[src/rtl/status_value_dispatch.sv]
// Pulls entries from an upstream status vector into a 2-entry FIFO and dispatches
// them downstream under valid/ready, with a flush mode that drains the vector.
module status_value_dispatch #(
  parameter int WIDTH     = 8,
  parameter int CNT_WIDTH = 16
) (
  input  logic                 clk_i,
  input  logic                 rst_i,
  input  logic                 vec_valid_i,
  input  logic [WIDTH-1:0]     vec_value_i,
  output logic                 vec_pull_o,
  output logic                 out_valid_o,
  output logic [WIDTH-1:0]     out_value_o,
  input  logic                 out_ready_i,
  input  logic                 flush_i,
  output logic                 flush_done_o,
  output logic [1:0]           level_o,
  output logic [CNT_WIDTH-1:0] disp_cnt_o
);

  typedef enum logic {
    ST_RUN   = 1'b0,
    ST_FLUSH = 1'b1
  } state_t;

  state_t                 state_q;
  logic [WIDTH-1:0]       mem_q [2];
  logic                   rd_ptr_q;
  logic                   wr_ptr_q;
  logic [1:0]             level_q;
  logic [CNT_WIDTH-1:0]   cnt_q;
  logic                   flush_done_q;
  logic                   push;
  logic                   pop;

  // Everything below is decoded from registered state; out_ready_i only feeds pop.
  assign out_valid_o  = (state_q == ST_RUN) && (level_q != 2'd0);
  assign out_value_o  = mem_q[rd_ptr_q];
  assign level_o      = level_q;
  assign disp_cnt_o   = cnt_q;
  assign flush_done_o = flush_done_q;

  always_comb begin
    // NOTE: every output of this block gets a default first so no path leaves
    // one unassigned, which would otherwise infer a latch.
    vec_pull_o = 1'b0;
    push       = 1'b0;
    pop        = 1'b0;
    if (!rst_i) begin
      if (state_q == ST_RUN) begin
        vec_pull_o = vec_valid_i & ~flush_i & (level_q != 2'd2);
        push       = vec_pull_o;
        pop        = out_valid_o & out_ready_i;
      end else begin
        // Draining: accept whatever the vector offers and drop it.
        vec_pull_o = vec_valid_i;
      end
    end
  end

  always_ff @(posedge clk_i or posedge rst_i) begin
    if (rst_i) begin
      state_q      <= ST_RUN;
      rd_ptr_q     <= 1'b0;
      wr_ptr_q     <= 1'b0;
      level_q      <= 2'd0;
      cnt_q        <= '0;
      flush_done_q <= 1'b0;
      // NOTE: the two buffer words are reset too because out_value_o must read 0
      // during reset; a deeper memory would normally be left unreset.
      mem_q        <= '{default: '0};
    end else begin
      // NOTE: non-blocking assignments throughout, so every register samples
      // the pre-edge values of the others regardless of statement order.
      flush_done_q <= 1'b0;
      unique case (state_q)
        ST_RUN: begin
          if (flush_i) begin
            // Any push or pop decoded this cycle is dropped with the contents.
            state_q  <= ST_FLUSH;
            level_q  <= 2'd0;
            rd_ptr_q <= 1'b0;
            wr_ptr_q <= 1'b0;
          end else begin
            if (push) begin
              mem_q[wr_ptr_q] <= vec_value_i;
              wr_ptr_q        <= ~wr_ptr_q;
            end
            if (pop) begin
              rd_ptr_q <= ~rd_ptr_q;
              if (cnt_q != {CNT_WIDTH{1'b1}}) cnt_q <= cnt_q + 1'b1;
            end
            unique case ({push, pop})
              2'b10:   level_q <= level_q + 2'd1;
              2'b01:   level_q <= level_q - 2'd1;
              default: level_q <= level_q;
            endcase
          end
        end
        ST_FLUSH: begin
          if (!vec_valid_i && !flush_i) begin
            state_q      <= ST_RUN;
            flush_done_q <= 1'b1;
          end
        end
        default: state_q <= ST_RUN;
      endcase
    end
  end

  a_hold_under_backpressure : assert property (
    @(posedge clk_i) disable iff (rst_i)
      (out_valid_o && !out_ready_i && !flush_i) |=> (out_valid_o && $stable(out_value_o))
  );

endmodule
[config.mk]
export PLATFORM = sky130hd
export DESIGN_NAME = status_value_dispatch
export DESIGN_NICKNAME = d
export VERILOG_FILES = /design/src/rtl/status_value_dispatch.sv
export SDC_FILE = /design/constraint.sdc
export NUM_CORES = 1
export LEC_CHECK = 0
export CAP_MARGIN = 15
export CORE_UTILIZATION = 50
export DETAILED_ROUTE_END_ITERATION = 8
export GPL_ROUTABILITY_DRIVEN = 0
export PLACE_DENSITY = 0.8
export SKIP_LAST_GASP = 1
export SYNTH_ARGS = -nofsm -noshare
export SYNTH_HDL_FRONTEND = slang
export SYNTH_SLANG_ARGS = --single-unit
[constraint.sdc]
create_clock -name clk_i -period 5.7 [get_ports clk_i]
set_clock_uncertainty 0.2 [all_clocks]
set_input_delay 0.855 -clock clk_i [delete_from_list [all_inputs] [get_ports clk_i]]
set_output_delay 0.855 -clock clk_i [all_outputs]
set_load 0.05 [all_outputs]
# Yosys cells after proc, flatten, opt, wreduce, memory -nomap -nowiden
# Cells that the tools add are included.
[classes] n_addsub=3 mul=0 div=0 n_lt_le_gt_ge=3 eq_ne=4 shift=0 muxes=23 bitwise=9 n_reduce_logical=14
[ops] cell="$mux 8" n=4
[ops] cell="$add 16x1->16 const B" n=1
[ops] cell="$bwmux 16" n=1
[ops] cell="$ne 16x16->1 const B" n=1
[ops] cell="$mux 1" n=14
[ops] cell="$demux 8 s1" n=1
[ops] cell="$reduce_and 2->1" n=3
[ops] cell="$reduce_bool 2->1" n=3
[ops] cell="$ge 2x2->1 const B" n=2
[ops] cell="$not 1->1" n=4
[ops] cell="$not 1->2" n=2
[ops] cell="$pmux 2 s2" n=1
[ops] cell="$reduce_and 4->1" n=1
[ops] cell="$and 1x1->1" n=3
[ops] cell="$logic_and 1x1->1" n=3
[ops] cell="$reduce_and 3->1" n=1
[ops] cell="$reduce_bool 3->1" n=1
[ops] cell="$add 2x1->2 const B" n=1
[ops] cell="$eq 2x1->1 const B" n=1
[ops] cell="$eq 2x2->1 const B" n=1
[ops] cell="$logic_not 1->1" n=2
[ops] cell="$lt 2x1->1 const B" n=1
[ops] cell="$mux 2" n=1
[ops] cell="$ne 2x2->1 const B" n=1
[ops] cell="2 further kinds" n=2
[totals] reg_bits=38 latchBits=0 ram_bits=0 rom_bits=0 in_bits=13 out_inout_bits=29 word_cells=64 mem_count=0

# Longest topological paths before layout
# Gate-level depths: netlist (run 1).
[depth] depth_word=8 depth_mapped=7 mapped_depth_nobuf=5

# Worst setup path before layout (run 1)
# Ideal clock, no wire load.
[synth_timing] path_kind="input to output" startpoint="input rst_i" endpoint="output vec_pull_o" t_arrival_ns=2.228 t_required_ns=4.645 setup_slack_ns=2.417 path_stages=2 n_path_buf=0 cell_sequence="inv_1 > o211a_1"
[synth_between] elab_chain_cells=1
[synth_rtl] item="start: declaration" line="8" text="input logic rst_i,"
[synth_rtl] item="$mux 1" line="49" text="if (!rst_i) begin"
[synth_rtl] item="end: declaration" line="11" text="output logic vec_pull_o,"
# Every way passes these cells.

# Final worst setup path (run 1)
[layout_timing] startpoint="input flush_i" endpoint="output vec_pull_o"
[layout_between] elab_chain_cells=5
[layout_rtl] item="start: declaration" line="15" text="input logic flush_i,"
[layout_rtl] item="$not 1->1 (no line)"
[layout_rtl] item="$and 1x1->1 (2 in series)" line="51" text="vec_pull_o = vec_valid_i & ~flush_i & (level_q != 2'd2);"
[layout_rtl] item="$mux 1" line="50" text="if (state_q == ST_RUN) begin"
[layout_rtl] item="$mux 1" line="49"
# Every way passes these cells.

==> parameters.txt, run 1 <==
Parameter                              Value

Clock network
  TritonCTS clock tree    yes
  Buffer cell driving the clock tree root    clkbuf_8
  Setup bufs post-CTS    0
  Register clock-pin slew on the reported worst setup and hold paths    80 ps
  Clock tree sinks    38
  Deepest level of the CTS H-tree    2
  Maximum number of buffers from clock root to sink    2
  Num CTS Buffers    5
  Total of cells resized after clock tree synthesis    0
  Clock latency at the later pin of the worst-skew pair    290 ps
  CTS hold repair buffers    0

Layout
  Share of final-layout standard cells stronger than drive strength 1    18.9%
  Final antenna diode count    0
  Non-filler cells, final    242
  Multi-input gate area in the final layout    867 µm²
  Number of fill cells in the layout    271
  Final non-filler cell area    2400 µm²
  Storage element area    951 µm²
  Nets    209
  P&R area growth vs syn    28.0%

Flow run
  Max-cap check violation count    0

STA
  Number of endpoints with negative hold slack in the final report    0
  Crit share post-route    61.9%
  Number of failing setup endpoints in the final timing report    0
  Setup repair after global routing missed its margin    false
  Highest Clock Rate    283 MHz
  Final worst-path setup slack    2170 ps
  Final setup TNS    0 ps
  Max transition margin    44.2%
  Worst-margin pin slew    835 ps
  Final slew viol count    0
  Shortest clock period the worst path allows after layout    3530 ps

Yosys
  Fraction of the mapped netlist area in adder cells    0.668%
  Share of synthesized area occupied by flip-flops and latches    50.8%
  Xor-xnor portion of the synthesized cell area    6.55%
  Most common cell in the synthesized netlist    dfrtp_1
  Syn Area/Cell    12.2 µm²
  Post-synthesis sequential element count    38
  Fraction of registers with async set or reset after synthesis    100%
  Count of mapped cells out of synthesis    153
  Number of synthesized flops with an enable pin    0
  Count of warnings emitted by yosys    0
  Multiplexer fraction of the synthesized cell area    15.6%
  Cell types occupying the most area after synthesis    dfrtp_1, mux2_2, xnor2_1
  Largest family of logic cells by synthesized area    simple AND/OR/NAND/NOR gates
  Most instantiated cells after synthesis    dfrtp_1, mux2_2, xnor2_1, xor2_1
  Top-area cell type share of the netlist area    50.8%
  Simple-gate share of the synthesized area    17.0%
  Nets in the synthesized netlist    167
  Unique cell type count in the Yosys netlist    41
  Most common flop cell mapped by yosys    dfrtp_1
  Cell area after synthesis    1870 µm²
  Library cell with the largest summed area after synthesis    dfrtp_1
  Fraction of the mapped netlist area in compound gates    6.48%

Detailed routing
  Total detailed-routing wirelength    3820 µm
  Routed vias/inst    5.59
  Post-route DRC    0
  Final ANT Viol Nets    0
  WL/cell    15.8 µm
  Count of vias placed by the detailed router    1353
  Detailed router's first-iteration violation count    43
  First-pass DRT Iterations    4

Floorplanning
  Die Wd    63.2 µm
  Core outline area    3470 µm²
  Effective utilization at floorplan    54.0%
  IO Count    42
  DIE HEIGHT    63.2 µm
  Core Rows    21
  Die Area    3990 µm²

Setup path
  Reg-to-reg startpoint    state_q
  Most common cell on crit path    clkdlybuf4s50_1
  Startpoint class of the critical path    input pin
  Delay of the slowest critical-path stage    800 ps
  Worst setup path category    in2out
  Critical path capture point type    output port
  Max Fanout on Critical Path    7
  Kind of cell adding the most delay to the critical path    buffers and inverters
  Data arrival time of the critical path    2480 ps
  Slowest cell on crit path    clkdlybuf4s50_1
  Number of buffers and inverters on the critical path    2
  WP data required    4640 ps
  Critical Path Start    flush_i
  Cell Chain, Critical Path    clkdlybuf4s50_1 -> nor2_1 -> o211a_1 -> clkdlybuf4s50_1

Place
  Number of port buffers    41
  Detail Placement HPWL    2680 µm
  Worst setup timing slack at the placement stage    2110 ps
  Number of cells in the design after placement    234
  Area of placed instances    2300 µm²

Hold path
  Path type of the worst min-delay path    reg2reg
  Start point of the worst min-delay path    disp_cnt_o[8]

GRT
  Overall global routing resource usage    20.7%
  First-pass GRT wire length    6360 µm
  Antenna violations before repair    0
  Remaining global-route overflow    0
  Vias in the first global route    1364
  Maximum number of pins on one net before global-route repair    40

Pwr
  Sequential share of power    44.9%
  Power spent charging and discharging nets    0.245 mW
  Switching share of power    33.2%
  Comb power frac    29.5%
  Final Power    0.735 mW
  Clock network fraction of total power    25.6%
  Internal cell power    0.491 mW
  Power per Cell Area    307 nW/µm²
  IR drop worst, VDD    0.169 mV
  Leakage power total    1.05 nW

Status
  Run status    completed
## worst paths after layout
kind | end | slack, ps | depth (start not counted)
worst max-delay path | vec_pull_o | 2170 | 4
worst min-delay path | disp_cnt_o[8] | 290 | 1
worst max register to register | mem_q[13] | 3070 | 4
worst min register to register | disp_cnt_o[8] | 290 | 1
max in group asynchronous | disp_cnt_o[14] | 4010 | 3
min in group asynchronous | mem_q[10] | 960 | 3
## power groups by stage
stage | clock [mW] | sequential, mW | combinational [mW]
after floorplan | 0 | 0.346 | 0.134
after global placement | 0 | 0.330 | 0.213
after detailed placement | 0 | 0.336 | 0.219
after CTS | 0.193 | 0.331 | 0.219
after global routing | 0.206 | 0.337 | 0.228
final | 0.188 | 0.331 | 0.217
## sequential cells by signal, indices dropped and copies added, names as in the netlist
register / flops
state_q: 1
flush_done_o: 1
disp_cnt_o: 16
level_o: 2
rd_ptr_q: 1
mem_q: 16
wr_ptr_q: 1
## through the flow
step / hold WS, ps / utilization [%]
2_1_floorplan: 274 / -
4_1_cts: 297 / 69.1
5_1_grt: 308 / 69.1
3_3_place_gp: 278 / 66.3
3_5_place_dp: 285 / 66.3
6_report: 292 / 69.1
## worst reg2reg max path: stages (launching register included)
cell and delay [ps]:
dfrtp_1 480, nor4b_1 410, nor2b_1 300, nor2b_1 710, mux2_2 430
## cell families (layout without fill, tap and decap cells)
family,count (synthesis),count (layout)
AND/OR/NAND/NOR,47,47
flip-flops,38,38
multiplexers,26,26
AO/OA/AOI/OAI,18,18
XOR/XNOR,14,14
buffers and inverters,9,52
adder cells (fa/ha/maj),1,1
## placed cells by master (no fill, tap or decap), types with 2 or more instances in the layout
master           synthesis  final
nor2b_1                  3      3
clkbuf_8                 0      6
nand2_1                  6      6
dfrtp_1                 38     38
mux2_2                  24     24
nor3b_1                  2      2
o21ai_0                  5      5
nor3_1                   3      3
a21oi_1                  4      4
nand4b_1                 2      2
xnor2_1                  7      7
a31oi_1                  2      2
and4_1                   3      3
inv_1                    2      2
clkdlybuf4s50_1          0     41
and3_1                   5      5
xor2_1                   7      7
nand4_1                  6      6
nor2_1                   5      5
nand3_1                  3      3
## metal layers
layer / vias up / GRT usage, % / wire length (µm)
li1: 640 / - / -
met1: 672 / 25.7 / 1650
met2: 39 / 35.9 / 1980
met3: 2 / 5.25 / 170
met4: 0 / 5.11 / 20
met5: - / 0 / 0
## cell type report
| type | instances | share of cell area [%] |
|---|---|---|
| flip-flops and latches | 38 | 39.7 |
| multi-input cells | 106 | 36.2 |
| repair buffers | 42 | 17.4 |
| clock inverters | 2 | 0.522 |
| clock buffers | 6 | 3.45 |
| inverters | 2 | 0.313 |
| well taps | 46 | 2.40 |
Note: power is estimated with default switching activity, not from simulation.
==> run 2: changes to the inputs <==
--- a/config.mk
+++ b/config.mk
@@ -6,10 +6,10 @@
 export NUM_CORES = 1
 export LEC_CHECK = 0
 export CAP_MARGIN = 15
-export CORE_UTILIZATION = 50
+export CORE_UTILIZATION = 45
 export DETAILED_ROUTE_END_ITERATION = 8
 export GPL_ROUTABILITY_DRIVEN = 0
-export PLACE_DENSITY = 0.8
+export PLACE_DENSITY = 0.76
 export SKIP_LAST_GASP = 1
 export SYNTH_ARGS = -nofsm -noshare
 export SYNTH_HDL_FRONTEND = slang
==> constraint.sdc (replaced) <==
create_clock -name clk_i -period 2.98 [get_ports clk_i]
set_clock_uncertainty 0.2 [all_clocks]
set_input_delay 0.447 -clock clk_i [delete_from_list [all_inputs] [get_ports clk_i]]
set_output_delay 0.447 -clock clk_i [all_outputs]
set_load 0.05 [all_outputs]
==> run 2 against run 1 <==
  * Clock power up 94%
  * Final area up 0.78%
  * Worst setup slack worse by 1800 ps
  * Critical path depth down 2
  * Clock-buffer cell count up 1
  * Via count down 0.59%
  * Die area up 11%
  * Worst hold slack about the same
==> parameters.txt, run 2 (synthesized netlist as in run 1, its figures left out) <==
Parameter                              Value

Clock network
  Total of cells resized after clock tree synthesis    0 (unchanged)
  Maximum number of buffers from clock root to sink    2 (unchanged)
  Clock tree sinks    38 (unchanged)
  Register clock-pin slew on the reported worst setup and hold paths    70 ps (about the same)
  CTS hold repair buffers    0 (unchanged)
  Num CTS Buffers    5 (unchanged)
  Buffer cell driving the clock tree root    clkbuf_8
  Deepest level of the CTS H-tree    2 (unchanged)
  TritonCTS clock tree    yes
  Clock latency at the later pin of the worst-skew pair    290 ps (about the same)
  Setup bufs post-CTS    0 (unchanged)

Detailed routing
  Count of vias placed by the detailed router    1345 (-0.59%)
  Total detailed-routing wirelength    3720 µm (-2.5%)
  Final ANT Viol Nets    0 (unchanged)
  Routed vias/inst    5.45 (-2.6%)
  Post-route DRC    0 (unchanged)
  First-pass DRT Iterations    4 (unchanged)
  WL/cell    15.1 µm (-4.5%)
  Detailed router's first-iteration violation count    56 (+30%)

Setup path
  Startpoint class of the critical path    flop
  WP data required    2330 ps (-2310 ps)
  Data arrival time of the critical path    1980 ps (-500 ps)
  Critical path capture point type    output port
  Worst setup path category    reg2out
  Max Fanout on Critical Path    10 (+3)

Layout
  Final non-filler cell area    2410 µm² (+0.78%)
  Most frequent standard cell in the layout excluding fill and tap cells    clkdlybuf4s50_1
  Share of final-layout standard cells stronger than drive strength 1    19.3% (+0.41 points)
  Most used cells in the layout excluding fill and tap cells    clkdlybuf4s50_1, dfrtp_1, mux2_2
  Final antenna diode count    0 (unchanged)
  P&R area growth vs syn    29.0%
  Nets    210 (+0.48%)

Floorplanning
  Effective utilization at floorplan    46.8% (-7.2 points)
  Die Area    4420 µm² (+11%)
  Die Wd    66.5 µm (+5.2%)
  DIE HEIGHT    66.5 µm (+5.2%)
  Core Rows    23 (+9.5%)
  Core outline area    4000 µm² (+15%)
  IO Count    42 (unchanged)

STA
  Final slew viol count    0 (unchanged)
  Final setup TNS    0 ps (unchanged)
  Worst-margin pin slew    514 ps (-320 ps)
  Shortest clock period the worst path allows after layout    2630 ps
  Number of failing setup endpoints in the final timing report    0 (unchanged)
  Number of endpoints with negative hold slack in the final report    0 (unchanged)
  Crit share post-route    88.1%
  Max transition margin    65.6% (+21 points)
  Highest Clock Rate    381 MHz
  Setup repair after global routing missed its margin    false

GRT
  Maximum number of pins on one net before global-route repair    40 (unchanged)
  Antenna violations before repair    0 (unchanged)
  Overall global routing resource usage    19.8% (-0.90 points)
  First-pass GRT wire length    6500 µm (+2.2%)
  Vias in the first global route    1392 (+2.1%)
  Remaining global-route overflow    0 (unchanged)

Pwr
  IR drop worst, VDD    0.369 mV (+120%)
  Leakage power total    1.07 nW (+1.1%)
  Power per Cell Area    586 nW/µm² (+91%)

Hold path
  Path type of the worst min-delay path    reg2reg

Place
  Number of port buffers    41 (unchanged)
  Detail Placement HPWL    2650 µm (-1.3%)
  Area of placed instances    2320 µm² (+0.98%)

Flow run
  Max-cap check violation count    0 (unchanged)

Status
  Run status    completed
-- run 2: changes by cell type in the layout (fill, tap and decap cells not counted), sizes merged --
cell,delta
clkinvlp,-1
buf,+2
clkbuf,+1
clkdlybuf4s50,-1
-- run 2: final timing paths --
kind | from | end | slack [ps] | cells after the start
setup / recovery | rd_ptr_q | out_value_o[7] | 350 | 2
hold / removal | disp_cnt_o[8] | disp_cnt_o[8] | 290 | 1
setup reg to reg | disp_cnt_o[0] | disp_cnt_o[1] | 760 | 5
hold reg to reg | disp_cnt_o[8] | disp_cnt_o[8] | 290 | 1
max in group asynchronous | rst_i | disp_cnt_o[10] | 1700 | 3
min in group asynchronous | rst_i | level_o[1] | 550 | 3
-- run 2: final cells by class --
type,instances,area (µm²)
Tap cell,50,62.6
Multi-Input combinational cell,106,867
Clock buffer,7,86.3
Fill cell,318,1590
Sequential cell,38,951
Clock inverter,1,5.00
Inverter,2,7.51
Timing Repair Buffer,43,435
-- run 2: layer usage --
layer	GRT usage (%)	up-vias	wire, µm
met1	24.4	659	1590
li1	-	637	-
met5	0	-	0
met3	5.31	7	155
met2	33.5	42	1920
met4	6.38	0	53
-- run 2: power breakdown --
group	internal [mW]	switching [mW]	total, mW
combinational	0.174	0.244	0.418
sequential	0.582	0.0510	0.633
clock	0.187	0.177	0.364
total	0.942	0.472	1.41
-- run 2: per-stage QoR --
step / utilization [%] / hold slack (ps) / power, mW / worst slack [ps] / instances
6_report: 60.4 / 292 / 1.41 / 355 / 247
5_1_grt: 60.4 / 315 / 1.48 / 270 / 247
4_1_cts: 60.4 / 291 / 1.43 / 327 / 247
3_5_place_dp: 58.1 / 280 / 1.06 / 264 / 239
3_3_place_gp: 58.1 / 281 / 1.05 / 334 / 239
2_1_floorplan: - / 274 / 0.919 / 513 / 153
-- run 2: worst max-delay path: stages, from the launching register on --
cell,delay [ps]
dfrtp_1,590
mux2_2,390
clkdlybuf4s50_1,700
==> run 3: changes to the inputs <==
--- a/config.mk
+++ b/config.mk
@@ -6,6 +6,7 @@
 export NUM_CORES = 1
 export LEC_CHECK = 0
 export CAP_MARGIN = 15
+export CORE_MARGIN = 3
 export CORE_UTILIZATION = 45
 export DETAILED_ROUTE_END_ITERATION = 8
 export GPL_ROUTABILITY_DRIVEN = 0
==> run 3 against run 2 <==
  * Clock-buffer cell count down 1
  * Combinational power hardly changed
  * Maximum frequency up 0.31%
  * Global-route usage fell by 3.4 points
  * Worst hold slack better by 2.9 ps
  * Sequential share of layout area shrank 0.78 points
==> parameters.txt, run 3 (synthesized netlist as in run 1, its figures left out) <==
Parameter                              Value

Setup path
  Max Fanout on Critical Path    10 (unchanged)
  Data arrival time of the critical path    1970 ps (about the same)
  Critical path capture point type    output port
  Startpoint class of the critical path    flop
  Worst setup path category    reg2out
  WP data required    2330 ps (about the same)

Place
  Number of port buffers    41 (unchanged)
  Area of placed instances    2320 µm² (-0.11%)
  Number of cells in the design after placement    237 (-0.84%)
  Detail Placement HPWL    2640 µm (-0.39%)

Layout
  Final antenna diode count    0 (unchanged)
  Share of final-layout standard cells stronger than drive strength 1    19.8% (+0.51 points)
  Non-filler cells, final    245 (-0.81%)
  Most used cells in the layout excluding fill and tap cells    clkdlybuf4s50_1, dfrtp_1, mux2_2
  Nets    210 (unchanged)
  Most frequent standard cell in the layout excluding fill and tap cells    clkdlybuf4s50_1
  Final non-filler cell area    2460 µm² (+2.0%)
  P&R area growth vs syn    31.6%

GRT
  Vias in the first global route    1432 (+2.9%)
  Remaining global-route overflow    0 (unchanged)
  First-pass GRT wire length    6510 µm (+0.11%)
  Overall global routing resource usage    16.4% (-3.4 points)
  Antenna violations before repair    0 (unchanged)
  Maximum number of pins on one net before global-route repair    40 (unchanged)

Hold path
  Path type of the worst min-delay path    reg2reg

Floorplanning
  Core outline area    3830 µm² (-4.3%)
  Core Rows    22 (-4.3%)
  IO Count    42 (unchanged)
  Die Wd    70.5 µm (+6.0%)
  Effective utilization at floorplan    48.9% (+2.1 points)
  Die Area    4970 µm² (+12%)
  DIE HEIGHT    70.5 µm (+6.0%)

Detailed routing
  Count of vias placed by the detailed router    1365 (+1.5%)
  WL/cell    15.0 µm (-0.57%)
  Post-route DRC    0 (unchanged)
  Routed vias/inst    5.57 (+2.3%)
  First-pass DRT Iterations    4 (unchanged)
  Total detailed-routing wirelength    3670 µm (-1.4%)
  Final ANT Viol Nets    0 (unchanged)
  Detailed router's first-iteration violation count    79 (+41%)

STA
  Max transition margin    65.7% (+0.069 points)
  Number of endpoints with negative hold slack in the final report    0 (unchanged)
  Setup repair after global routing missed its margin    false
  Number of failing setup endpoints in the final timing report    0 (unchanged)
  Tightest hold margin    295 ps (+2.92 ps)
  Final setup TNS    0 ps (unchanged)
  Crit share post-route    87.8% (-0.27 points)
  Shortest clock period the worst path allows after layout    2620 ps (-7.99 ps)
  Highest Clock Rate    382 MHz (+0.31%)
  Worst-margin pin slew    513 ps (-1.04 ps)
  Final slew viol count    0 (unchanged)

Status
  Run status    completed

Pwr
  Final Power    1.59 mW (+12%)
  Leakage power total    1.09 nW (+2.2%)
  Power per Cell Area    644 nW/µm² (+9.9%)
  IR drop worst, VDD    0.426 mV (+16%)

Clock network
  Setup bufs post-CTS    0 (unchanged)
  Buffer cell driving the clock tree root    clkbuf_8
  Num CTS Buffers    5 (unchanged)
  Register clock-pin slew on the reported worst setup and hold paths    80 ps (about the same)
  CTS hold repair buffers    0 (unchanged)
  Clock latency at the later pin of the worst-skew pair    290 ps (about the same)
  Clock tree sinks    38 (unchanged)
  TritonCTS clock tree    yes
  Total of cells resized after clock tree synthesis    0 (unchanged)
  Maximum number of buffers from clock root to sink    2 (unchanged)
  Deepest level of the CTS H-tree    2 (unchanged)

Flow run
  Max-cap check violation count    0 (unchanged)
-- run 3: layout make-up --
cell class                 instances  area [µm²]
sequential                        38         951
tap                               48        60.1
fill                             312        1360
clock inverter                     2        60.1
multi-input combinational        106         867
timing repair buffer              43         435
inverter                           2        7.51
clock buffer                       6        82.6
-- run 3: worst paths after layout --
check / depth (start not counted) / from / end / slack [ps]
max: 2 / rd_ptr_q / out_value_o[0] / 360
min reg2reg: 1 / disp_cnt_o[8] / disp_cnt_o[8] / 290
max reg2reg: 5 / disp_cnt_o[0] / disp_cnt_o[1] / 790
min: 1 / disp_cnt_o[8] / disp_cnt_o[8] / 290
max in group asynchronous: 3 / rst_i / mem_q[4] / 1700
min in group asynchronous: 3 / rst_i / disp_cnt_o[2] / 550
-- run 3: stage by stage --
stage | worst slack, ps | utilization, %
finish | 363 | 64.4
global route | 265 | 64.4
CTS | 323 | 64.4
detailed placement | 263 | 60.7
global placement | 335 | 60.7
floorplan | 513 | -
-- run 3: routing by layer --
layer | global-route usage [%] | share of wire, %
met5 | 0 | 0
met4 | 5.96 | 1.4
met2 | 27.0 | 50
met3 | 5.18 | 5.4
met1 | 20.0 | 43
-- run 3: power by group --
part	switching, mW	internal [mW]
clock	0.183	0.357
combinational	0.243	0.174
sequential	0.0470	0.581
-- run 3: worst max-delay path: stages (launching register included) --
cell and delay [ps]:
dfrtp_1 590, mux2_2 390, clkdlybuf4s50_1 700
